--- src/rtl/exu_muldiv_sched.sv ---
`default_nettype none
// ============================================================================
// Module   : exu_muldiv_sched
// Brief    : Mul/div scheduler. Issues dispatch requests to a pipelined
//            multiplier and an iterative divider, tracks destination tags,
//            buffers returned results in per-unit FIFOs and arbitrates them
//            onto the writeback port. Flush kills buffered results and
//            discards results still owed by the units.
// Options  : MULDIV_WB_BYPASS_EN - a unit result arriving while both result
//            FIFOs are empty drives writeback in the same cycle.
// Revision : 1.0 - initial release
// ============================================================================
module exu_muldiv_sched #(
  parameter int DATA_W          = 32,
  parameter int ADDR_W          = 5,
  parameter int CID_W           = 4,
  parameter int MUL_OUTSTANDING = 4,
  parameter int RES_DEPTH       = 4,
  parameter int ARB_RR          = 0
) (
  input  logic              clk,
  input  logic              rst_n,
  input  logic              req_muldiv_i,
  input  logic [7:0]        muldiv_op_i,
  input  logic [DATA_W-1:0] reg1_rdata_i,
  input  logic [DATA_W-1:0] reg2_rdata_i,
  input  logic [ADDR_W-1:0] reg_waddr_i,
  input  logic [CID_W-1:0]  commit_id_i,
  input  logic              flush_i,
  output logic              muldiv_stall_flag_o,
  output logic              mul_start_o,
  output logic [3:0]        mul_op_o,
  output logic [DATA_W-1:0] mul_multiplicand_o,
  output logic [DATA_W-1:0] mul_multiplier_o,
  input  logic              mul_busy_i,
  input  logic              mul_valid_i,
  input  logic [DATA_W-1:0] mul_result_i,
  output logic              div_start_o,
  output logic [3:0]        div_op_o,
  output logic [DATA_W-1:0] div_dividend_o,
  output logic [DATA_W-1:0] div_divisor_o,
  input  logic              div_busy_i,
  input  logic              div_valid_i,
  input  logic [DATA_W-1:0] div_result_i,
  output logic              reg_we_o,
  output logic [DATA_W-1:0] reg_wdata_o,
  output logic [ADDR_W-1:0] reg_waddr_o,
  output logic [CID_W-1:0]  commit_id_o,
  input  logic              wb_ready,
  output logic              idle_o
);

  localparam int c_MPTR_W = (MUL_OUTSTANDING > 1) ? $clog2(MUL_OUTSTANDING) : 1;
  localparam int c_MCNT_W = $clog2(MUL_OUTSTANDING) + 1;
  localparam int c_RPTR_W = $clog2(RES_DEPTH);
  localparam int c_RCNT_W = c_RPTR_W + 1;
  localparam int c_SUM_W  = ((c_MCNT_W > c_RCNT_W) ? c_MCNT_W : c_RCNT_W) + 1;
  localparam int c_TAG_W  = ADDR_W + CID_W;
  localparam int c_ENT_W  = DATA_W + c_TAG_W;

  logic                w_onehot, w_is_mul, w_is_div;
  logic                w_mul_accept, w_div_accept;
  logic [c_SUM_W-1:0]  w_mul_outst, w_mul_credit;

  logic [c_TAG_W-1:0]  r_tag_mem [MUL_OUTSTANDING];
  logic [c_MPTR_W-1:0] r_tag_wptr, r_tag_rptr;
  logic [c_MCNT_W-1:0] r_mul_cnt, r_mul_drop;
  logic                w_tag_pop, w_mul_drop_hit, w_mul_ret;

  logic [c_TAG_W-1:0]  r_div_tag;
  logic                r_div_busy, r_div_drop, w_div_ret;

  logic [c_ENT_W-1:0]  w_push_data [2];
  logic [c_ENT_W-1:0]  w_head      [2];
  logic [c_RCNT_W-1:0] w_res_cnt   [2];
  logic [1:0]          w_push, w_pop, w_ne;

  logic                w_sel_mul, w_bypass, w_hs, r_rr_ptr;
  logic [c_ENT_W-1:0]  w_wb_ent;

  function automatic logic [c_MPTR_W-1:0] f_tag_inc(input logic [c_MPTR_W-1:0] p);
    return (p == c_MPTR_W'(MUL_OUTSTANDING - 1)) ? '0 : p + c_MPTR_W'(1);
  endfunction

  // ---------------------------------------------------------------------------
  // Request decode and acceptance. Malformed one-hot codes are ignored.
  // Dropped-but-unreturned mul ops still occupy the multiplier, so they count
  // against the outstanding limit; the FIFO credit only covers live ops.
  // ---------------------------------------------------------------------------
  assign w_onehot     = $onehot(muldiv_op_i);
  assign w_is_mul     = req_muldiv_i & w_onehot & (|muldiv_op_i[3:0]);
  assign w_is_div     = req_muldiv_i & w_onehot & (|muldiv_op_i[7:4]);
  assign w_mul_outst  = c_SUM_W'(r_mul_cnt) + c_SUM_W'(r_mul_drop);
  assign w_mul_credit = c_SUM_W'(r_mul_cnt) + c_SUM_W'(w_res_cnt[0]);

  assign w_mul_accept = w_is_mul & ~mul_busy_i & ~flush_i
                      & (w_mul_outst  < c_SUM_W'(MUL_OUTSTANDING))
                      & (w_mul_credit < c_SUM_W'(RES_DEPTH));
  assign w_div_accept = w_is_div & ~div_busy_i & ~flush_i & ~r_div_busy & ~r_div_drop
                      & (w_res_cnt[1] < c_RCNT_W'(RES_DEPTH));

  assign muldiv_stall_flag_o = (w_is_mul | w_is_div) & ~(w_mul_accept | w_div_accept);
  assign mul_start_o         = w_mul_accept;
  assign mul_op_o            = w_mul_accept ? muldiv_op_i[3:0] : 4'h0;
  assign mul_multiplicand_o  = reg1_rdata_i;
  assign mul_multiplier_o    = reg2_rdata_i;
  assign div_start_o         = w_div_accept;
  assign div_op_o            = w_div_accept ? muldiv_op_i[7:4] : 4'h0;
  assign div_dividend_o      = reg1_rdata_i;
  assign div_divisor_o       = reg2_rdata_i;

  // ---------------------------------------------------------------------------
  // Multiplier tag tracking. Drops are older than every live tag, so returning
  // results retire pending drops first and only then pop tags.
  // ---------------------------------------------------------------------------
  assign w_mul_drop_hit = mul_valid_i & (r_mul_drop != '0);
  assign w_tag_pop      = mul_valid_i & (r_mul_drop == '0);
  assign w_mul_ret      = w_tag_pop & ~flush_i;

  // Tag storage, written at issue
  always_ff @(posedge clk) begin
    if (w_mul_accept) r_tag_mem[r_tag_wptr] <= {reg_waddr_i, commit_id_i};
  end

  // Tag pointers, live count and drop count
  always_ff @(posedge clk or negedge rst_n) begin
    if (!rst_n) begin
      r_tag_wptr <= '0;
      r_tag_rptr <= '0;
      r_mul_cnt  <= '0;
      r_mul_drop <= '0;
    end else if (flush_i) begin
      r_tag_wptr <= '0;
      r_tag_rptr <= '0;
      r_mul_cnt  <= '0;
      r_mul_drop <= c_MCNT_W'(w_mul_outst - c_SUM_W'(mul_valid_i && (w_mul_outst != '0)));
    end else begin
      if (w_mul_accept) r_tag_wptr <= f_tag_inc(r_tag_wptr);
      if (w_tag_pop)    r_tag_rptr <= f_tag_inc(r_tag_rptr);
      r_mul_cnt <= r_mul_cnt + c_MCNT_W'(w_mul_accept) - c_MCNT_W'(w_tag_pop);
      if (w_mul_drop_hit) r_mul_drop <= r_mul_drop - c_MCNT_W'(1);
    end
  end

  // ---------------------------------------------------------------------------
  // Divider tag: one op at a time, either live or waiting to be discarded.
  // ---------------------------------------------------------------------------
  assign w_div_ret = div_valid_i & ~r_div_drop & ~flush_i;

  // Divider in-flight, drop flag and tag
  always_ff @(posedge clk or negedge rst_n) begin
    if (!rst_n) begin
      r_div_busy <= 1'b0;
      r_div_drop <= 1'b0;
      r_div_tag  <= '0;
    end else if (flush_i) begin
      r_div_busy <= 1'b0;
      r_div_drop <= (r_div_busy | r_div_drop) & ~div_valid_i;
    end else begin
      if (div_valid_i) begin
        if (r_div_drop) r_div_drop <= 1'b0;
        else            r_div_busy <= 1'b0;
      end
      if (w_div_accept) begin
        r_div_busy <= 1'b1;
        r_div_tag  <= {reg_waddr_i, commit_id_i};
      end
    end
  end

  // ---------------------------------------------------------------------------
  // Result FIFOs: index 0 = multiplier, 1 = divider.
  // ---------------------------------------------------------------------------
  assign w_push_data[0] = {mul_result_i, r_tag_mem[r_tag_rptr]};
  assign w_push_data[1] = {div_result_i, r_div_tag};

  for (genvar u = 0; u < 2; u++) begin : g_res
    logic [c_ENT_W-1:0]  r_mem [RES_DEPTH];
    logic [c_RPTR_W-1:0] r_wptr, r_rptr;
    logic [c_RCNT_W-1:0] r_cnt;

    // Entry storage
    always_ff @(posedge clk) begin
      if (w_push[u]) r_mem[r_wptr] <= w_push_data[u];
    end

    // Pointers and occupancy; flush empties the FIFO
    always_ff @(posedge clk or negedge rst_n) begin
      if (!rst_n) begin
        r_wptr <= '0;
        r_rptr <= '0;
        r_cnt  <= '0;
      end else if (flush_i) begin
        r_wptr <= '0;
        r_rptr <= '0;
        r_cnt  <= '0;
      end else begin
        if (w_push[u]) r_wptr <= r_wptr + c_RPTR_W'(1);
        if (w_pop[u])  r_rptr <= r_rptr + c_RPTR_W'(1);
        r_cnt <= r_cnt + c_RCNT_W'(w_push[u]) - c_RCNT_W'(w_pop[u]);
      end
    end

    assign w_head[u]    = r_mem[r_rptr];
    assign w_res_cnt[u] = r_cnt;
    assign w_ne[u]      = (r_cnt != '0);
  end

  // ---------------------------------------------------------------------------
  // Writeback arbitration (and optional same-cycle bypass when both FIFOs are
  // empty). r_rr_ptr = 0 favours mul, 1 favours div.
  // ---------------------------------------------------------------------------
  always_comb begin
    w_sel_mul = 1'b1;
    w_bypass  = 1'b0;
    if (w_ne[0] && w_ne[1]) begin
      w_sel_mul = (ARB_RR == 0) ? 1'b1 : ~r_rr_ptr;
    end else if (w_ne[0]) begin
      w_sel_mul = 1'b1;
    end else if (w_ne[1]) begin
      w_sel_mul = 1'b0;
    end
`ifdef MULDIV_WB_BYPASS_EN
    else if (w_mul_ret && w_div_ret) begin
      w_bypass  = 1'b1;
      w_sel_mul = (ARB_RR == 0) ? 1'b1 : ~r_rr_ptr;
    end else if (w_mul_ret) begin
      w_bypass  = 1'b1;
      w_sel_mul = 1'b1;
    end else if (w_div_ret) begin
      w_bypass  = 1'b1;
      w_sel_mul = 1'b0;
    end
`endif
  end

  assign reg_we_o = (|w_ne) | w_bypass;
  assign w_hs     = reg_we_o & wb_ready;
  assign w_wb_ent = ~reg_we_o ? '0 :
                    w_bypass  ? (w_sel_mul ? w_push_data[0] : w_push_data[1]) :
                                (w_sel_mul ? w_head[0]      : w_head[1]);
  assign {reg_wdata_o, reg_waddr_o, commit_id_o} = w_wb_ent;

  assign w_pop[0]  = w_hs & ~w_bypass &  w_sel_mul;
  assign w_pop[1]  = w_hs & ~w_bypass & ~w_sel_mul;
  assign w_push[0] = w_mul_ret & ~(w_bypass &  w_sel_mul & wb_ready);
  assign w_push[1] = w_div_ret & ~(w_bypass & ~w_sel_mul & wb_ready);

  // Round-robin pointer moves to the other unit after each handshake
  always_ff @(posedge clk or negedge rst_n) begin
    if (!rst_n)    r_rr_ptr <= 1'b0;
    else if (w_hs) r_rr_ptr <= w_sel_mul;
  end

  assign idle_o = (r_mul_cnt == '0) & (r_mul_drop == '0) & ~r_div_busy & ~r_div_drop & ~(|w_ne);

`ifndef SYNTHESIS
  // A unit result with nothing issued or pending drop means tags are out of step
  a_mul_orphan: assert property (@(posedge clk) disable iff (!rst_n)
    !(mul_valid_i && (r_mul_cnt == '0) && (r_mul_drop == '0)));
  a_div_orphan: assert property (@(posedge clk) disable iff (!rst_n)
    !(div_valid_i && !r_div_busy && !r_div_drop));
`endif

endmodule
`default_nettype wire
--- config.mk ---
export PLATFORM = sky130hd
export DESIGN_NAME = exu_muldiv_sched
export DESIGN_NICKNAME = d
export VERILOG_FILES = /design/src/rtl/exu_muldiv_sched.sv
export SDC_FILE = /design/constraint.sdc
export NUM_CORES = 1
export LEC_CHECK = 0
export CORE_MARGIN = 1.5
export CORE_UTILIZATION = 56
export CTS_CLUSTER_SIZE = 30
export DETAILED_ROUTE_END_ITERATION = 16
export PLACE_DENSITY = 0.95
export SETUP_SLACK_MARGIN = 0.3
export SKIP_LAST_GASP = 1
export SLEW_MARGIN = 20
export SYNTH_ARGS = -nofsm -noshare
export SYNTH_HDL_FRONTEND = slang
export SYNTH_SLANG_ARGS = --single-unit
export TNS_END_PERCENT = 10
--- constraint.sdc ---
create_clock -name clk -period 7.65 [get_ports clk]
set_input_delay 1.1475 -clock clk [delete_from_list [all_inputs] [get_ports clk]]
set_output_delay 1.1475 -clock clk [all_outputs]
set_load 0.01 [all_outputs]
==> results_dict.tcl, run 1 <==
set metrics [dict create \
    cp_slowest_cell "nor4_4" \
    dp_hpwl_microns 20400 \
    synthMuxAreaShare 0.131 \
    path_max_fanout 11 \
    ys_types 43 \
    leakage_uw 0.00636 \
    drv_slew 0 \
    slowest_delay_ps 690 \
    via_count 8084 \
    worstSkewPairLatency_ps 520 \
    synth_area_per_cell_sq_um 18.7 \
    drive_gt1_frac 0.191 \
    ant_nets 0 \
    cpMostUsedCell "fa_1" \
    ys_seq_area_frac 0.698 \
    synth_warnings 0 \
    fp.dieH_microns 177 \
    clock-sinks 399 \
    grt_max_degree 45 \
    combPwrFrac 0.259 \
    start_util 0.569 \
    h-tree-depth 2 \
    instances_no_fill 1355 \
    dr.first_iter.drc_count 627 \
    cp.required_ps 6500 \
    fin_skew_ps 23.0 \
    gr-total-overflow 0 \
    cts-root-buf "clkbuf_16" \
    fillers 1915 \
    fin_nets 1128 \
    grt_pass1_vias 8912 \
    switching_share 0.275 \
    setup-tns-final_ps 0 \
    synth-main-ff-cell "edfxtp_1" \
    netlist_instances 902 \
    p_int_uw 4400 \
    die_x_microns 177 \
    cts_tree "built" \
    synth-simple-area-share 0.0296 \
    crit_type "in -> out" \
    dpl.cell_count 1284 \
    final_area_sq_mm 0.0190 \
    hold_class "reg -> reg" \
    cts_setup_buffers 0 \
    synth_xor_area_frac 0.00932 \
    finalWirelength_microns 34700 \
    wire_per_inst_microns 25.6 \
    areaGrowthSynthToFinish_pct 12.6 \
    route.detailed.drc 0 \
    cts_buffers 39 \
    whs_ps 499 \
    grt_pass1_wl_microns 52100 \
    cp-start-kind "input port" \
    cp_cell_sequence "clkdlybuf4s50_1 > inv_1 > fa_1 > fa_1 > fa_1 > inv_1 > ha_1 > inv_1 > fa_1 > nand4_1 > nor4_4 > and2_1 > clkdlybuf4s50_1" \
    clockPowerShare 0.293 \
    p_switching_uw 1670 \
    fin_crit_ps 6930 \
    avgViaCountPerCell 5.97 \
    grt_use_total 0.228 \
    post_cts_resized 0 \
    critical_path.endpoint_type "output port" \
    cts.clk_slew.worst_paths_ps 60 \
    final.period_utilization 0.906 \
    status "finished clean" \
    fmaxAchievable_mhz 144 \
    power_frac_seq 0.448 \
    post-place-ws_ps 509 \
    placed_area_sq_mm 0.0178 \
    antenna_found_initial 1 \
    rows 63 \
    cap_viol_max_count 0 \
    rsz0062_at_grt "false" \
    port_buffers 143 \
    synth-compound-area-share 0.0246 \
    routabilityCongestion 0.742 \
    async_reset_ff_frac 0.0877 \
    cts_buffer_depth 3 \
    fp.coreArea_sq_mm 0.0297 \
    hold_buffers 0 \
    worstMarginPinSlew_ps 948 \
    crit_arrival_ps 5780 \
    first_pass_iters 6 \
    die_area_sq_mm 0.0312 \
    ios 336 \
    hold_viol_final 0 \
    synthAdderAreaFrac 0.0324 \
    powerDensity_mw_per_mm2 319 \
    syn-cell-area_sq_mm 0.0169 \
    synth_top_family_by_area "multiplexers" \
    relSlewSlack 0.368 \
    fin_ws_ps 720 \
    final-setup-viol-count 0 \
    syn_nets 1095 \
    synth_edf_count 364 \
    worst_ir_drop_vdd_v 0.000158 \
    ys_ff_latch 399 \
]
-- synthesized netlist by cell type (all sizes together) (3+ instances only) --
library cell / instances / area share
nor2b: 5 / 0.0019
nand3: 3 / 0.00089
and3: 9 / 0.0033
and2: 10 / 0.0037
clkbuf: 25 / 0.0056
nand2b: 3 / 0.0011
nor3: 7 / 0.0027
nand4: 3 / 0.0011
xnor2: 13 / 0.0067
mux4: 91 / 0.12
inv: 36 / 0.0080
fa: 8 / 0.0095
edfxtp: 364 / 0.65
mux2: 10 / 0.0084
xor2: 5 / 0.0026
a21oi: 4 / 0.0012
ha: 31 / 0.023
nor2: 20 / 0.0044
nor4: 8 / 0.0033
mux2i: 3 / 0.0018
buf: 141 / 0.061
or3: 3 / 0.0011
a22o: 41 / 0.021
nand2: 13 / 0.0029
dfrtp: 35 / 0.052
-- flip-flops by register name (all words and copies together) (netlist names), 2 cells and up --
register	cells
r_tag_wptr	2
r_mul_drop	3
r_tag_rptr	2
r_tag_mem	36
g_res.r_cnt	6
r_div_tag	9
g_res.r_mem	328
g_res.r_rptr	4
r_mul_cnt	3
g_res.r_wptr	4
-- worst max-delay path: cells and delay by family --
family	cells	cell delay, ps
AND/OR/NAND/NOR	3	1290
buffers and inverters	5	1210
adder cells (fa/ha/maj)	5	2140
-- worst paths after layout --
kind / from / endpoint / slack [ps] / cells after the start
max: muldiv_op_i[0] / mul_op_o[2] / 720 / 13
max in group asynchronous: rst_n / g_res[1].r_rptr[0] / 6210 / 2
max reg2reg: r_mul_cnt[0] / r_mul_cnt[2] / 4480 / 10
min: r_div_tag[8] / g_res[1].r_mem[1][8] / 500 / 0
min reg2reg: r_div_tag[8] / g_res[1].r_mem[1][8] / 500 / 0
min in group asynchronous: rst_n / r_div_tag[3] / 1050 / 2
-- power by group through the flow --
stage	clock, uW	combinational (uW)	sequential (uW)
after floorplan	0	1090	2600
after global placement	0	1510	2760
after global routing	1880	1670	2750
after detailed placement	0	1560	2770
final	1780	1570	2720
after CTS	1810	1570	2730
-- final cells by class --
cell class | instances | area, sq um | area share
sequential | 399 | 11800 | 0.621
multi-input combinational | 301 | 3870 | 0.204
timing repair buffer | 158 | 1540 | 0.0811
clock buffer | 49 | 1010 | 0.0533
tap | 390 | 488 | 0.0256
clock inverter | 21 | 156 | 0.00822
inverter | 36 | 135 | 0.00710
antenna | 1 | 2.50 | 0.000131
-- metal layers --
metal	vias up	part of all wire	GRT usage
li1	3453	-	-
met5	-	0	0
met1	4205	0.39	0.281
met2	365	0.52	0.402
met4	0	0.022	0.0653
met3	61	0.071	0.0548
-- per-stage QoR --
stage | utilization | total power [uW]
4_1_cts | 0.640 | 6110
3_3_place_gp | 0.601 | 4260
2_1_floorplan | - | 3690
5_1_grt | 0.640 | 6310
3_5_place_dp | 0.601 | 4330
6_report | 0.640 | 6060
-- cells by family after synthesis --
| group | Yosys count |
|---|---|
| AOI/OAI and AO/OA | 50 |
| xor gates and xnor gates | 18 |
| adders and majority gates | 39 |
| buffers and inverters | 202 |
| DFF | 399 |
| muxes | 104 |
| and+or+nand+nor | 90 |
-- layout by cell type, fill, tap and decap left out, types with 3 or more instances in the layout --
cell type / netlist / final
and3_2: 0 / 8
inv_1: 36 / 36
clkinv_1: 0 / 8
fa_1: 8 / 8
clkinvlp_4: 0 / 3
nand2b_1: 3 / 3
mux2_4: 8 / 8
nor3_1: 6 / 6
nand3_1: 3 / 3
nor4_1: 7 / 7
xor2_1: 5 / 5
clkinv_2: 0 / 7
nand2_1: 13 / 13
nand4_1: 3 / 3
nor2b_1: 5 / 5
a21oi_1: 4 / 4
ha_1: 31 / 31
clkbuf_16: 0 / 39
xnor2_1: 13 / 13
and2_1: 10 / 10
mux4_2: 91 / 91
a22o_1: 41 / 41
mux2i_1: 3 / 3
clkdlybuf4s50_1: 0 / 143
dfrtp_1: 35 / 31
edfxtp_1: 364 / 364
clkbuf_1: 25 / 10
buf_4: 128 / 15
nor2_1: 20 / 19
No activity file was read; power rests on OpenSTA's default activity.
==> inputs of run 2 (changes only) <==
--- a/config.mk
+++ b/config.mk
@@ -5,12 +5,15 @@
 export SDC_FILE = /design/constraint.sdc
 export NUM_CORES = 1
 export LEC_CHECK = 0
+export CAP_MARGIN = 20
 export CORE_MARGIN = 1.5
 export CORE_UTILIZATION = 56
+export CTS_BUF_LIST = sky130_fd_sc_hd__clkbuf_16
 export CTS_CLUSTER_SIZE = 30
 export DETAILED_ROUTE_END_ITERATION = 16
 export PLACE_DENSITY = 0.95
 export SETUP_SLACK_MARGIN = 0.3
+export SKIP_CTS_REPAIR_TIMING = 1
 export SKIP_LAST_GASP = 1
 export SLEW_MARGIN = 20
 export SYNTH_ARGS = -nofsm -noshare
==> results_dict.tcl, run 2 (synthesized netlist as in run 1, its figures left out) <==
set metrics [dict create \
    clock-sinks 399 \
    drive_gt1_frac 0.191 \
    cts_buffers 39 \
    fillers 1915 \
    cts_buffer_depth 3 \
    cts.clk_slew.worst_paths_ps 60 \
    grt_max_degree 45 \
    critical_path.endpoint_type "output port" \
    top_register "g_res.r_mem" \
    fin_nets 1128 \
    start_util 0.569 \
    h-tree-depth 2 \
    rows 63 \
    grt_pass1_wl_microns 52100 \
    areaGrowthSynthToFinish_pct 12.6 \
    setup-tns-final_ps 0 \
    powerDensity_mw_per_mm2 318 \
    grt_pass1_vias 8911 \
    routabilityCongestion 0.742 \
    worst_ir_drop_vdd_v 0.000158 \
    first_pass_iters 5 \
    layout_commonest_cell "edfxtp_1" \
    final_cell_mix "364 x edfxtp_1, 143 x clkdlybuf4s50_1, 91 x mux4_2" \
    die_area_sq_mm 0.0312 \
    fin_crit_ps 6930 \
    cp-start-kind "input port" \
    rr_startpoint "r_mul_cnt[0]" \
    min-delay-start "r_div_tag[8]" \
    ant_nets 0 \
    hold_class "reg -> reg" \
    dr.first_iter.drc_count 625 \
    dp_hpwl_microns 20400 \
    fp.dieH_microns 177 \
    cts-root-buf "clkbuf_16" \
    reg_top3 "g_res.r_mem (328), r_tag_mem (36), r_div_tag (9)" \
    path_max_fanout 11 \
    port_buffers 143 \
    final-setup-viol-count 0 \
    crit_arrival_ps 5780 \
    die_x_microns 177 \
    finalWirelength_microns 34700 \
    crit_start "muldiv_op_i[0]" \
    crit_type "in -> out" \
    relSlewSlack 0.370 \
    status "finished clean" \
    via_count 8105 \
    fmaxAchievable_mhz 144 \
    wire_per_inst_microns 25.6 \
    worstMarginPinSlew_ps 945 \
    route.detailed.drc 0 \
    cap_viol_max_count 0 \
    final.period_utilization 0.906 \
    fin_skew_ps 23.6 \
    avgViaCountPerCell 5.98 \
    dpl.cell_count 1284 \
    cp.required_ps 6500 \
    antenna_found_initial 1 \
    rsz0062_at_grt "false" \
    worstSkewPairLatency_ps 520 \
    drv_slew 0 \
    instances_no_fill 1355 \
    leakage_uw 0.00640 \
    ios 336 \
    gr-total-overflow 0 \
    grt_use_total 0.228 \
    cts_tree "built" \
    fp.coreArea_sq_mm 0.0297 \
    power.total_uw 6050 \
    hold_viol_final 0 \
    finish.utilization 0.640 \
    largest_register_ffs 328 \
]
-- run 2: cell count changes in the layout (fill, tap and decap cells not counted) --
cell	delta
clkbuf_1	-10
inv_1	+10
-- run 2: final timing paths --
kind,endpoint,slack [ps],cells past startpoint
worst max-delay path,mul_op_o[2],720,13
worst min-delay path,g_res[1].r_mem[1][8],500,0
worst max register to register,r_mul_cnt[2],4480,10
worst min register to register,g_res[1].r_mem[1][8],500,0
max in group asynchronous,g_res[1].r_rptr[0],6210,2
min in group asynchronous,r_div_tag[3],1050,2
-- run 2: metal layers --
layer,track usage,vias to the layer above,share of wire
li1,-,3458,-
met1,0.281,4181,0.38
met2,0.402,401,0.52
met3,0.0548,65,0.076
met4,0.0653,0,0.023
met5,0,-,0
-- run 2: power by group --
group          total (uW)  internal (uW)  switching [uW]
combinational        1570            874             694
sequential           2720           2510             202
clock                1760            995             769
-- run 2: final cells by class --
class / count / area, sq um / share of cell area
sequential: 399 / 11800 / 0.621
multi-input combinational: 301 / 3870 / 0.204
timing repair buffer: 158 / 1540 / 0.0811
clock buffer: 39 / 976 / 0.0513
tap: 390 / 488 / 0.0256
clock inverter: 31 / 194 / 0.0102
inverter: 36 / 135 / 0.00710
antenna: 1 / 2.50 / 0.000131
-- run 2: metrics by stage --
stage,setup slack (ps),hold WS (ps),instance area [sq um]
after floorplan,1870,469,16900
after global placement,701,486,17800
after detailed placement,509,510,17800
after CTS,494,505,19000
after global routing,489,535,19000
final,720,498,19000
-- run 2: critical path, cell delays in order --
cell             delay, ps
clkdlybuf4s50_1        470
inv_1                   70
fa_1                   570
fa_1                   430
fa_1                   440
inv_1                   70
ha_1                   150
inv_1                   60
fa_1                   550
nand4_1                380
nor4_4                 690
and2_1                 220
clkdlybuf4s50_1        540
